--- src/rtl/pipe_pkg.sv ---
// Shared definitions for the pipelined N-way select stage.
//   pipe_state_e : occupancy of the main/skid register pair
//   NUM_IN_MIN/MAX : legal range for the number of selectable inputs
package pipe_pkg;

  localparam int unsigned NUM_IN_MIN = 2;
  localparam int unsigned NUM_IN_MAX = 16;

  typedef enum logic [1:0] {
    ST_EMPTY = 2'd0,
    ST_ONE   = 2'd1,
    ST_TWO   = 2'd2
  } pipe_state_e;

endpackage : pipe_pkg

--- src/rtl/muxn_sel.sv ---
// Combinational N-way word select with out-of-range detection.
//   in_data_i : NUM_IN flattened words, word k at [k*DATA_WIDTH +: DATA_WIDTH]
//   sel_i     : word index
//   data_c    : selected word, all zeros when sel_i >= NUM_IN
//   err_c     : high when sel_i >= NUM_IN
module muxn_sel
  import pipe_pkg::*;
#(
  parameter int unsigned DATA_WIDTH = 32,
  parameter int unsigned NUM_IN     = 4
) (
  input  logic [NUM_IN*DATA_WIDTH-1:0] in_data_i,
  input  logic [$clog2(NUM_IN)-1:0]    sel_i,
  output logic [DATA_WIDTH-1:0]        data_c,
  output logic                         err_c
);

  localparam int unsigned SEL_WIDTH = $clog2(NUM_IN);

  if (NUM_IN < NUM_IN_MIN || NUM_IN > NUM_IN_MAX) begin : g_bad_num_in
    $error("muxn_sel: NUM_IN out of range");
  end

  // Unmatched indices fall through to zero data with the error flag set.
  always_comb begin
    data_c = '0;
    err_c  = 1'b1;
    for (int unsigned k = 0; k < NUM_IN; k++) begin
      if (sel_i == SEL_WIDTH'(k)) begin
        data_c = in_data_i[k*DATA_WIDTH +: DATA_WIDTH];
        err_c  = 1'b0;
      end
    end
  end

endmodule : muxn_sel

--- src/rtl/pipe_muxn.sv ---
// Registered N-way select stage with valid/ready handshake and a skid slot.
//   clk, rst   : clock, synchronous active-high reset
//   in_data    : NUM_IN flattened input words
//   sel        : input index, captured with in_data on accept
//   in_valid   : upstream offer;  in_ready : stage can accept (registered)
//   flush      : drop all held entries
//   out_data   : selected word (registered); out_valid : out_data valid
//   out_ready  : downstream accepts;  sel_err : held entry had out-of-range sel
module pipe_muxn
  import pipe_pkg::*;
#(
  parameter int unsigned DATA_WIDTH = 32,
  parameter int unsigned NUM_IN     = 4,
  parameter int unsigned SEL_WIDTH  = $clog2(NUM_IN)
) (
  input  logic                         clk,
  input  logic                         rst,
  input  logic [NUM_IN*DATA_WIDTH-1:0] in_data,
  input  logic [SEL_WIDTH-1:0]         sel,
  input  logic                         in_valid,
  output logic                         in_ready,
  input  logic                         flush,
  output logic [DATA_WIDTH-1:0]        out_data,
  output logic                         out_valid,
  input  logic                         out_ready,
  output logic                         sel_err
);

  pipe_state_e           state_q, state_d;
  logic [DATA_WIDTH-1:0] main_q, main_d;
  logic                  main_err_q, main_err_d;
  logic [DATA_WIDTH-1:0] skid_q, skid_d;
  logic                  skid_err_q, skid_err_d;
  logic                  out_valid_q;
  logic                  in_ready_q;

  logic [DATA_WIDTH-1:0] mux_data_c;
  logic                  mux_err_c;
  logic                  accept_c;
  logic                  emit_c;

  // Word select ahead of the storage registers.
  muxn_sel #(
    .DATA_WIDTH (DATA_WIDTH),
    .NUM_IN     (NUM_IN)
  ) u_muxn_sel (
    .in_data_i (in_data),
    .sel_i     (sel),
    .data_c    (mux_data_c),
    .err_c     (mux_err_c)
  );

  // Handshakes use only registered flags, so out_ready never reaches in_ready.
  assign accept_c = in_valid && in_ready_q;
  assign emit_c   = out_valid_q && out_ready;

  // Next-state and storage steering.
  always_comb begin
    state_d    = state_q;
    main_d     = main_q;
    main_err_d = main_err_q;
    skid_d     = skid_q;
    skid_err_d = skid_err_q;

    unique case (state_q)
      ST_EMPTY: begin
        if (accept_c) begin
          state_d    = ST_ONE;
          main_d     = mux_data_c;
          main_err_d = mux_err_c;
        end
      end
      ST_ONE: begin
        if (accept_c && !emit_c) begin
          state_d    = ST_TWO;
          skid_d     = mux_data_c;
          skid_err_d = mux_err_c;
        end else if (accept_c && emit_c) begin
          main_d     = mux_data_c;
          main_err_d = mux_err_c;
        end else if (emit_c) begin
          state_d = ST_EMPTY;
        end
      end
      ST_TWO: begin
        if (emit_c) begin
          state_d    = ST_ONE;
          main_d     = skid_q;
          main_err_d = skid_err_q;
        end
      end
      default: begin
        state_d = ST_EMPTY;
      end
    endcase

    // Flush overrides any accept or emit in the same cycle; data words hold.
    if (flush) begin
      state_d    = ST_EMPTY;
      main_d     = main_q;
      main_err_d = 1'b0;
      skid_d     = skid_q;
      skid_err_d = 1'b0;
    end
  end

  // State and storage registers.
  always_ff @(posedge clk) begin
    if (rst) begin
      state_q     <= ST_EMPTY;
      main_q      <= '0;
      main_err_q  <= 1'b0;
      skid_q      <= '0;
      skid_err_q  <= 1'b0;
      out_valid_q <= 1'b0;
      in_ready_q  <= 1'b1;
    end else begin
      state_q     <= state_d;
      main_q      <= main_d;
      main_err_q  <= main_err_d;
      skid_q      <= skid_d;
      skid_err_q  <= skid_err_d;
      out_valid_q <= (state_d != ST_EMPTY);
      in_ready_q  <= (state_d != ST_TWO);
    end
  end

  assign out_data  = main_q;
  assign sel_err   = main_err_q;
  assign out_valid = out_valid_q;
  assign in_ready  = in_ready_q;

endmodule : pipe_muxn

--- config.mk ---
export PLATFORM = sky130hd
export DESIGN_NAME = pipe_muxn
export DESIGN_NICKNAME = d
export VERILOG_FILES = /design/src/rtl/pipe_pkg.sv /design/src/rtl/muxn_sel.sv /design/src/rtl/pipe_muxn.sv
export SDC_FILE = /design/constraint.sdc
export NUM_CORES = 1
export LEC_CHECK = 0
export CAP_MARGIN = 20
export CORE_ASPECT_RATIO = 0.8
export CORE_MARGIN = 10
export CORE_UTILIZATION = 32
export DETAILED_ROUTE_END_ITERATION = 12
export SYNTH_ARGS = -nofsm -noshare
export SYNTH_HDL_FRONTEND = slang
export SYNTH_HIERARCHICAL = 1
export SYNTH_SLANG_ARGS = --single-unit
--- constraint.sdc ---
create_clock -name clk -period 2.29 [get_ports clk]
set_input_delay 0.458 -clock clk [delete_from_list [all_inputs] [get_ports clk]]
set_output_delay 0.458 -clock clk [all_outputs]
set_load 0.01 [all_outputs]
==> results of run 1 <==
==> kinds of logic after synthesis <==
| logic type | after synthesis | share of synthesized area |
|---|---|---|
| buffers and inverters | 36 | 0.0568 |
| DFF | 70 | 0.345 |
| other | 1 | 0.000924 |
| and+or+nand+nor | 144 | 0.158 |
| AOI/OAI and AO/OA | 42 | 0.0614 |
| muxes | 97 | 0.378 |
==> metal layers <==
| metal | vias up | global-route usage | wire length (um) |
|---|---|---|---|
| met5 | - | 0 | 0 |
| met4 | 0 | 0.0303 | 76 |
| met3 | 6 | 0.0749 | 1260 |
| met2 | 133 | 0.201 | 5000 |
| met1 | 1537 | 0.162 | 5440 |
| li1 | 1678 | - | - |
==> flip-flops by register name, summed over array words and instances, names as in the netlist <==
signal / count
out_data: 32
sel_err: 1
skid_err_q: 1
in_ready: 1
out_valid: 1
skid_q: 32
state_q: 2
==> tightest hold or removal path, stage by stage (launching register included) <==
cell     delay [ns]
dfxtp_1        0.30
nand2_1        0.05
a21oi_1        0.05
==> synth_stat cells (all sizes together) <==
library cell and n:
mux4 32, buf 18, a21bo 1, nand2b 1
o21ai 1, and2 1, a21oi 35, nor2 37
nor2b 32, a21o 1, a311oi 1, conb 1
mux2 32, a221oi 2, nand3b 1, clkbuf 15
or2 2, o22a 1, dfxtp 70, or3 2
nand2 67, mux2i 33, nor3 1, inv 3
==> final cells by class <==
class,count,area [um2],share of cell area
inverters,3,11.3,0.00181
flip-flops and latches,70,1400,0.226
repair buffers,180,1810,0.292
clock inverters,7,113,0.0181
clock buffers,9,225,0.0363
multi-input cells,284,2430,0.392
well taps,171,214,0.0345
==> where the power goes <==
group | leakage (nW) | switching (W) | internal [W] | total (W)
Combinational | 1.81 | 0.000256 | 0.000483 | 0.000739
Clock | 0.165 | 0.000512 | 0.00106 | 0.00157
Sequential | 0.569 | 0.0000246 | 0.00127 | 0.00129
Total | 2.54 | 0.000792 | 0.00281 | 0.00360
==> path summary, 6_finish.rpt <==
kind | from | endpoint | slack (ns) | cells past startpoint
min reg2reg | skid_q[27]$_SDFFE_PP0P_ | skid_q[27]$_SDFFE_PP0P_ | 0.45 | 2
min | skid_q[27]$_SDFFE_PP0P_ | skid_q[27]$_SDFFE_PP0P_ | 0.45 | 2
max reg2reg | state_q[1]$_SDFF_PP0_ | out_data[18]$_SDFFE_PP0P_ | 0.46 | 4
max | in_valid | out_data[24]$_SDFFE_PP0P_ | 0.26 | 5
==> per-stage QoR <==
stage / area [um2] / util / TNS, ns
2_1_floorplan: 4060 / - / 0
3_3_place_gp: 5870 / 0.477 / -0.732
3_5_place_dp: 5870 / 0.477 / -1.57
4_1_cts: 6210 / 0.505 / 0
5_1_grt: 6210 / 0.505 / 0
6_report: 6210 / 0.505 / 0
==> metrics.cfg, run 1 <==
[drt]
via_per_inst=4.63
wl_per_cell_um=16.3
drc_errors=0
drtAntennaViolNets=0
dr.pass1.iters=4
wl_um=11800
num_vias=3354
drt_iter0_markers=135

[global_route]
grt_pass1_wl_um=18900
grt_pass1_vias=3525
globalRouteOverflowTotal=0
grt_max_degree=94
antenna_found_initial=0
grt.total_usage=0.133

[pwr]
p_leak_nw=2.54
ir_worst_vdd_mv=0.387
power.density_nw_per_um2=580
power.total_w=0.00360

[clocking]
clock_path_buffers=2
path_clk_slew_ns=0.05
cts_resized=0
clockRootBuffer=clkbuf_16
cts_tree=yes
hold_buffers=0
cts_setup_buffers=0
clock-sinks=70
cts_buffers=9
htreeDepth=3
clock_latency_ns=0.32

[worst_setup_path]
cp-end-kind=flip-flop
cp.arrival_ns=2.24
crit_slowest_cell=clkdlybuf4s50_1
worstPathMaxFanout=32
crit_type=input pin to flip-flop
critical_path.max_stage_delay_ns=0.50
crit_family=buffers and inverters
cp-start-kind=input pin
crit_required_ns=2.50
path_buf_inv=1
crit_chain=clkdlybuf4s50_1 -> nand2_1 -> or3_1 -> a21o_4 -> mux2_4

[synth]
syn_inst=390
netlist_area_um2=4060
post-synth-top-area-cell=dfxtp_1
avgSynthCellArea_um2=10.4
post-synth-top-area-fraction=0.345
synthesis.nets=525
synth_cell_type_count=29
synth_warnings=6
seq_area_frac_synth=0.345
ys_ff_latch=70
synth_area_leaders=dfxtp_1 35%, mux4_2 17%, mux2_4 11%

[timing]
fin_crit_ns=2.03
drv_slew=0
max_slew.worst_pin.slew_ns=0.915
rsz0062_at_grt=false
slew_headroom=0.390
setup_slack_ns=0.257
finalSetupViolations=0
whs_ns=0.451
period_share=0.888
hold_viol_final=0
fmax_mhz=492
fin_worst_skew_ns=0.00487

[outcome]
status=finished, final reports clean

[floorplan]
dieWidth_um=146
core_region_area_um2=12300
die-area_um2=17600
start_util=0.330
num_rows=36
ios=170
dieHeight_um=121

[layout]
fin_cells=724
area_growth_pct=53.1
layout-drive-gt1-share=0.179
final_cell_mix=166 x clkdlybuf4s50_1, 70 x dfxtp_1, 67 x nand2_1
layout_commonest_cell=clkdlybuf4s50_1
antenna_cells=0
fin_nets=683
nFillCells=1126

[placed_design]
place_ws_ns=-0.0582
dp_hpwl_um=9140
dpl.cell_count=708
numPortBuffers=169
gp_congestion=0.748

[flow_run]
cap_violations=0

[min_path]
min_path_type=flip-flop to flip-flop

(Power assumes the default switching activity.)
==> inputs of run 2 (changes only) <==
- CELL_PAD_IN_SITES_DETAIL_PLACEMENT: not set -> 1
- CELL_PAD_IN_SITES_GLOBAL_PLACEMENT: not set -> 2
- CORE_ASPECT_RATIO: 0.8 -> not set
- CORE_UTILIZATION: 32 -> 25
- PLACE_DENSITY_LB_ADDON: not set -> 0.1
- SLEW_MARGIN: not set -> 25
==> run 2 against run 1 <==
Non-clock buffer count up 6. Global-route usage shrank 0.79 points. Register-to-register slack better by 0.13 ns. Maximum frequency rose by 3.7%. Clock skew shrank 0.0019 ns. Design area rose by 2.4%. Final cell count increased by 7.0%. Setup slack better by 0.073 ns. First-iteration DRC count is 13% lower. Largest cell class unchanged.
==> metrics.cfg, run 2 (synthesis results as in run 1) <==
[clocking]
clockRootBuffer=clkbuf_16
cts_tree=yes
cts_resized=0
clock-sinks=70
htreeDepth=3
cts_setup_buffers=0
clock_path_buffers=2
path_clk_slew_ns=0.05
clock_latency_ns=0.33
cts_buffers=9
hold_buffers=0

[flow_run]
cap_violations=0

[timing]
max_slew.worst_pin.slew_ns=0.550
rsz0062_at_grt=false
setup_slack_ns=0.329
period_share=0.856
finalSetupViolations=0
hold_viol_final=0
fin_crit_ns=1.96
fin_worst_skew_ns=0.00301
slew_headroom=0.633
fmax_mhz=510
drv_slew=0

[worst_setup_path]
cp.arrival_ns=2.18
crit_required_ns=2.51
cp-start-kind=input pin
worstPathMaxFanout=17
cp-end-kind=flip-flop
rr_worst_depth=5
crit_type=input pin to flip-flop

[global_route]
grt_pass1_wl_um=21600
globalRouteOverflowTotal=0
grt_pass1_vias=3951
antenna_found_initial=0
grt_max_degree=50
grt.total_usage=0.125

[layout]
final_cell_mix=166 x clkdlybuf4s50_1, 70 x dfxtp_1, 67 x nand2_1
nFillCells=1760
layout_commonest_cell=clkdlybuf4s50_1
antenna_cells=0
seq_area_um2=1400
fin_nets=689
multiInputGateArea_um2=2430
area_growth_pct=56.7
fin_cells=775
layout-drive-gt1-share=0.186

[floorplan]
dieWidth_um=147
die-area_um2=21700
dieHeight_um=147
num_rows=46
ios=170
start_util=0.255
core_region_area_um2=15900

[placed_design]
gp_congestion=0.741
dpl.cell_count=759
dp_hpwl_um=10400
numPortBuffers=169
place_ws_ns=-0.00764

[pwr]
ir_worst_vdd_mv=0.323
p_leak_nw=2.59
power.density_nw_per_um2=571

[drt]
via_per_inst=4.53
dr.pass1.iters=4
wl_per_cell_um=17.6
drt_iter0_markers=117
drc_errors=0
num_vias=3507
wl_um=13600
drtAntennaViolNets=0

[min_path]
whs_path_depth=2
min_path_type=flip-flop to flip-flop

[outcome]
status=finished, final reports clean

-- run 2: where the power goes --
| part | internal (W) | total [W] | switching [W] |
|---|---|---|---|
| combinational | 0.000499 | 0.000765 | 0.000266 |
| clock | 0.00104 | 0.00157 | 0.000531 |
| sequential | 0.00127 | 0.00129 | 0.0000263 |
| total | 0.00281 | 0.00363 | 0.000823 |
-- run 2: path summary, 6_finish.rpt --
path                                 from                   endpoint  slack (ns)
setup / recovery                 in_valid  out_data[10]$_SDFFE_PP0P_        0.33
hold / removal    skid_q[29]$_SDFFE_PP0P_    skid_q[29]$_SDFFE_PP0P_        0.46
setup reg to reg      in_ready$_SDFF_PP1_  out_data[10]$_SDFFE_PP0P_        0.59
hold reg to reg   skid_q[29]$_SDFFE_PP0P_    skid_q[29]$_SDFFE_PP0P_        0.46
-- run 2: per-stage QoR --
stage	utilization	hold slack [ns]	instance area, um2	total power [W]	setup TNS [ns]
3_5_place_dp	0.379	0.448	6020	0.00210	-0.0530
4_1_cts	0.400	0.456	6360	0.00370	0
2_1_floorplan	-	0.436	4060	0.00170	0
6_report	0.400	0.457	6360	0.00363	0
5_1_grt	0.400	0.474	6360	0.00380	0
3_3_place_gp	0.379	0.441	6020	0.00208	-0.0807
-- run 2: worst max-delay path, cell delays in order --
cell	delay, ns
clkdlybuf4s50_1	0.50
nand2_1	0.09
or3_1	0.39
a21o_4	0.25
buf_12	0.17
mux2_4	0.30
-- run 2: final cells by class --
class / count / area share
Multi-Input combinational cell: 284 / 0.383
Timing Repair Buffer: 186 / 0.300
Sequential cell: 70 / 0.220
Clock buffer: 13 / 0.0425
Tap cell: 216 / 0.0425
Clock inverter: 3 / 0.0102
Inverter: 3 / 0.00177
-- run 2: routing by layer --
layer	wire length, um	GRT usage	vias up
li1	-	-	1689
met1	6020	0.145	1702
met2	6500	0.209	103
met3	953	0.0452	13
met4	167	0.0431	0
met5	0	0	-
